`src/rtl/bit_scan_encoder.sv`:
```
// bit_scan_encoder: serialises a multi-hot vector into a stream of binary
// indices, highest set bit first, one index per handshake.
module bit_scan_encoder #(
  parameter int N = 8,
  parameter int W = 3
) (
  input  logic         clk,
  input  logic         reset,
  input  logic         enable,
  input  logic [N-1:0] load_data,
  input  logic         load_valid,
  output logic         load_ready,
  output logic [W-1:0] out_index,
  output logic         out_valid,
  input  logic         out_ready,
  output logic         out_last,
  output logic [W:0]   remaining,
  output logic         empty_load
);

  typedef enum logic {IDLE, SCAN} state_t;

  state_t       state_q, state_d;
  logic [N-1:0] pending_q, pending_d;
  logic [W:0]   remaining_q, remaining_d;
  logic         empty_load_q, empty_load_d;

  logic [W-1:0] top_idx;
  logic [W:0]   load_count;
  logic         load_fire;
  logic         emit_fire;

  // Priority encoder: highest set bit of pending wins (later iterations override)
  always_comb begin
    top_idx = '0;
    for (int i = 0; i < N; i++) begin
      if (pending_q[i]) top_idx = W'(i);
    end
  end

  // Population count of the incoming vector seeds the remaining counter
  always_comb begin
    load_count = '0;
    for (int i = 0; i < N; i++) begin
      load_count = load_count + (W+1)'(load_data[i]);
    end
  end

  assign load_ready = enable && (state_q == IDLE);
  assign out_valid  = enable && (state_q == SCAN);
  assign out_last   = (state_q == SCAN) && (remaining_q == (W+1)'(1));
  assign out_index  = top_idx;
  assign remaining  = remaining_q;
  assign empty_load = empty_load_q;
  assign load_fire  = load_valid && load_ready;
  assign emit_fire  = out_valid && out_ready;

  // Next-state logic; empty_load defaults low so it can only pulse for one cycle
  always_comb begin
    state_d      = state_q;
    pending_d    = pending_q;
    remaining_d  = remaining_q;
    empty_load_d = 1'b0;
    unique case (state_q)
      IDLE: begin
        if (load_fire) begin
          if (load_data != '0) begin
            pending_d   = load_data;
            remaining_d = load_count;
            state_d     = SCAN;
          end else begin
            empty_load_d = 1'b1;
          end
        end
      end
      SCAN: begin
        if (emit_fire) begin
          pending_d   = pending_q & ~({{(N-1){1'b0}}, 1'b1} << top_idx);
          remaining_d = remaining_q - (W+1)'(1);
          if (out_last) state_d = IDLE;
        end
      end
      default: state_d = IDLE;
    endcase
  end

  // State registers; reset clears everything so no stale index survives it
  always_ff @(posedge clk) begin
    if (reset) begin
      state_q      <= IDLE;
      pending_q    <= '0;
      remaining_q  <= '0;
      empty_load_q <= 1'b0;
    end else begin
      state_q      <= state_d;
      pending_q    <= pending_d;
      remaining_q  <= remaining_d;
      empty_load_q <= empty_load_d;
    end
  end

endmodule

```
`config.mk`:
```
export PLATFORM = sky130hd
export DESIGN_NAME = bit_scan_encoder
export DESIGN_NICKNAME = d
export VERILOG_FILES = /design/src/rtl/bit_scan_encoder.sv
export SDC_FILE = /design/constraint.sdc
export NUM_CORES = 1
export LEC_CHECK = 0
export ABC_AREA = 1
export CORE_MARGIN = 2
export CORE_UTILIZATION = 48
export CTS_CLUSTER_SIZE = 28
export DETAILED_ROUTE_END_ITERATION = 10
export PLACE_DENSITY = 0.8
export SYNTH_ARGS = -nofsm -noshare
export SYNTH_HDL_FRONTEND = slang
export SYNTH_SLANG_ARGS = --single-unit
```
`constraint.sdc`:
```
create_clock -name clk -period 3.8 [get_ports clk]
set_clock_uncertainty 0.2 [all_clocks]
set_input_delay 0.76 -clock clk [delete_from_list [all_inputs] [get_ports clk]]
set_output_delay 0.76 -clock clk [all_outputs]
set_load 0.05 [all_outputs]
```
==> parameters.txt <==
Parameter                              Value

Outcome
  Outcome    finished clean

Setup path
  Slowest cell delay on critical path    roughly 540 ps
  Worst path buffer plus inverter count    4
  Signal arrival time at the worst endpoint    about 3700 ps
  Type of element capturing the critical path    register
  Class of the most critical setup path    in -> reg
  Critical path, cell by cell    dlygate4sd2_1 -> fa_1 -> inv_1 -> fa_1 -> fa_1 -> inv_1 -> ha_2 -> inv_1 -> fa_1 -> xor2_1 -> o21ai_1 -> nand2_1 -> a21oi_1
  Critical Path Most Common Cell    sky130_fd_sc_hd__fa_1
  Critical path startpoint category    primary input
  Critical path fanouts, max    2
  Gate family responsible for the most delay along the worst path    adder cells
  Critical path required time    roughly 3800 ps
  Slowest CP cell    sky130_fd_sc_hd__fa_1

CTS
  Clk Tree Root Cell    sky130_fd_sc_hd__clkbuf_4
  Buffer depth of the longest clock path    2
  Cts bufs inserted    3
  Hold buffers post-CTS    0
  Clock transition at path regs    roughly 80 ps
  CTS H-Tree Depth    1
  Post-CTS setup repair buffer count    0
  Number of clock sinks    13
  Clock tree from TritonCTS    done
  Source-to-sink clock delay at the later pin of the worst-skew pair    between 200 and 300 ps

Layout
  Number of nets at the end of the flow    between 150 and 200
  Share of layout cells above drive strength 1    7.19%
  Count of inserted antenna diode cells    0
  Area added between synthesis and finish    30.0%
  Most common cell after layout, fill and taps aside    sky130_fd_sc_hd__nand2_1
  Commonest cells after routing, fill and taps aside    29 x sky130_fd_sc_hd__nand2_1, 28 x sky130_fd_sc_hd__inv_1, 20 x sky130_fd_sc_hd__clkdlybuf4s50_1

STA
  Achievable clock frequency    approximately 270 MHz
  Setup repair after global routing missed its margin    false
  Setup violators final    0
  Worst slew margin relative to its limit    around two thirds
  Final worst-path cycle share    a little over nine tenths
  Minimum clock period after layout    ~3600 ps
  Final max-slew violation count    0
  Total negative setup slack    0 ps
  Hold Fails Final Rpt    0
  Smallest hold slack    270 ps
  Measured slew at the worst slew-check pin    roughly 500 ps

Pwr
  Pwr dens    354 nW/um2
  Leak Pwr    around 0.58 nW
  Worst vdd ir    between 200 and 300 uV

Floorplan
  CORE AREA    slightly below 2000 um2
  Number of core rows    16
  Die Footprint    2370 um2
  Horizontal die dimension    around 49 um
  Initial Utilization    between 40% and 50%
  Die height    around 50 um
  Num ports    24

Synth
  Mean cell area of the mapped netlist    between 6 and 7 um2
  Cells after Synth    approximately 140
  Share of synthesized area occupied by flip-flops and latches    a little over a quarter
  Post-synth design cell area    between 900 and 1000 um2
  Net Count, Synth    between 150 and 200
  Cell variety after synth    24
  Yosys warnings    0
  Post-synthesis sequential element count    13

Min path
  Min-delay worst type    reg -> reg

GRT
  Vias in the first global route    between 900 and 1,000
  Largest net degree at the start of global routing    16
  Global router's overall resource usage    about a fifth
  Total congestion overflow    0
  First-pass GRT wire length    roughly 3.7 mm
  Number of antenna violations at the first check in global routing    0

Route
  Via count    approximately 980
  Post-DR wirelength/cell    10.7 um
  Post-detailed-route DRC marker count    0
  Antenna-violating nets left    0
  Wire length after detailed routing    slightly above 2 mm
  Vias per std cell    5.04
  Initial detailed-routing violation count    33
  Number of iterations in the first detailed-routing pass    4

Flow run
  Max Cap Violations    0

Placement
  Buffers added on ports    23
  Placer Congestion    0.819
  HPWL Detailed    roughly 1.7 mm
[repair_timing]
action	in CTS	in global routing
gates resized for setup	2	3
setup endpoints to repair	1	2
pin swaps	1	2
gates cloned	0	0
[cells by family (layout without fill, tap and decap cells)]
group / Yosys count / in the layout / synth area share, %
AND/OR/NAND/NOR: 60 / 60 / 28.2
buffers and inverters: 34 / 59 / 14.2
AO/OA/AOI/OAI: 24 / 24 / 13.3
flip-flops: 13 / 13 / 27.2
adder cells (fa/ha/maj): 10 / 10 / 16.2
XOR/XNOR: 1 / 1 / 0.914
[through the flow]
step | cells | instance area (um2) | setup slack, ps | total power [mW] | util (%)
6_report | 194 | 1250 | 161 | 0.441 | 64.8
5_1_grt | 194 | 1250 | 40.4 | 0.477 | 64.8
4_1_cts | 194 | 1240 | 10.7 | 0.446 | 64.5
3_5_place_dp | 190 | 1210 | -372 | 0.356 | 63.2
3_3_place_gp | 190 | 1210 | -258 | 0.349 | 63.2
2_1_floorplan | 142 | 958 | 270 | 0.296 | -
[state kept, by name, summed over array words and instances (netlist names)]
signal and cells:
pending_q 7, empty_load 1, state_q 1, remaining 4
[worst reg2reg max path: cells and delay by family, from the launching register on]
family          cells  cell delay (ps)
flops               1              570
simple gates        4              470
buf+inv             2              370
compound gates      1              160
[final cells by class]
type | instances | area [um2]
Fill cell | 178 | 676
Multi-Input combinational cell | 95 | 564
Tap cell | 27 | 33.8
Sequential cell | 13 | 260
Timing Repair Buffer | 25 | 249
Inverter | 30 | 113
Clock buffer | 4 | 26.3
[power breakdown]
| group | internal (mW) | leakage (nW) | switching [mW] |
|---|---|---|---|
| clock network | 0.0408 | 0.0150 | 0.0472 |
| logic | 0.0776 | 0.456 | 0.121 |
| registers | 0.146 | 0.106 | 0.00878 |
[cells in the mapped netlist]
| cell type | number | area (um2) |
|---|---|---|
| sky130_fd_sc_hd__ha_1 | 6 | 75.1 |
| sky130_fd_sc_hd__nand4_1 | 1 | 6.26 |
| sky130_fd_sc_hd__nor2_1 | 12 | 45.0 |
| sky130_fd_sc_hd__inv_2 | 2 | 7.51 |
| sky130_fd_sc_hd__buf_6 | 1 | 11.3 |
| sky130_fd_sc_hd__nand3b_1 | 1 | 7.51 |
| sky130_fd_sc_hd__clkbuf_1 | 2 | 7.51 |
| sky130_fd_sc_hd__nor3b_1 | 1 | 7.51 |
| sky130_fd_sc_hd__xor2_1 | 1 | 8.76 |
| sky130_fd_sc_hd__a211oi_1 | 2 | 15.0 |
| sky130_fd_sc_hd__nand3_1 | 12 | 60.1 |
| sky130_fd_sc_hd__and3_4 | 1 | 11.3 |
| sky130_fd_sc_hd__nand2_4 | 1 | 11.3 |
| sky130_fd_sc_hd__o21ai_0 | 7 | 35.0 |
| sky130_fd_sc_hd__a21oi_1 | 13 | 65.1 |
| sky130_fd_sc_hd__inv_1 | 28 | 105 |
| sky130_fd_sc_hd__fa_1 | 4 | 80.1 |
| sky130_fd_sc_hd__or2_2 | 1 | 6.26 |
| sky130_fd_sc_hd__nand2_2 | 1 | 6.26 |
| sky130_fd_sc_hd__o211ai_1 | 1 | 7.51 |
| sky130_fd_sc_hd__nand2_1 | 29 | 109 |
| sky130_fd_sc_hd__dfxtp_1 | 13 | 260 |
| sky130_fd_sc_hd__o21ai_1 | 1 | 5.00 |
| sky130_fd_sc_hd__buf_2 | 1 | 5.00 |
[per-layer routing]
| layer | vias up | track usage [%] | part of all wire [%] |
|---|---|---|---|
| met1 | 439 | 25.1 | 45 |
| met3 | 7 | 1.23 | 4.2 |
| met5 | - | 0 | 0 |
| li1 | 496 | - | - |
| met4 | 0 | 11.0 | 2.6 |
| met2 | 36 | 33.3 | 48 |
[path summary, 6_finish.rpt]
kind	start	to	slack, ps	depth (start not counted)
setup / recovery	load_data[0]	remaining[2]$_SDFFE_PP0P_	160	13
hold / removal	pending_q[1]$_SDFFE_PP0P_	pending_q[1]$_SDFFE_PP0P_	270	2
setup reg to reg	state_q$_SDFF_PP0_	remaining[3]$_SDFFE_PP0P_	1960	7
hold reg to reg	pending_q[1]$_SDFFE_PP0P_	pending_q[1]$_SDFFE_PP0P_	270	2
(Power assumes the default switching activity.)
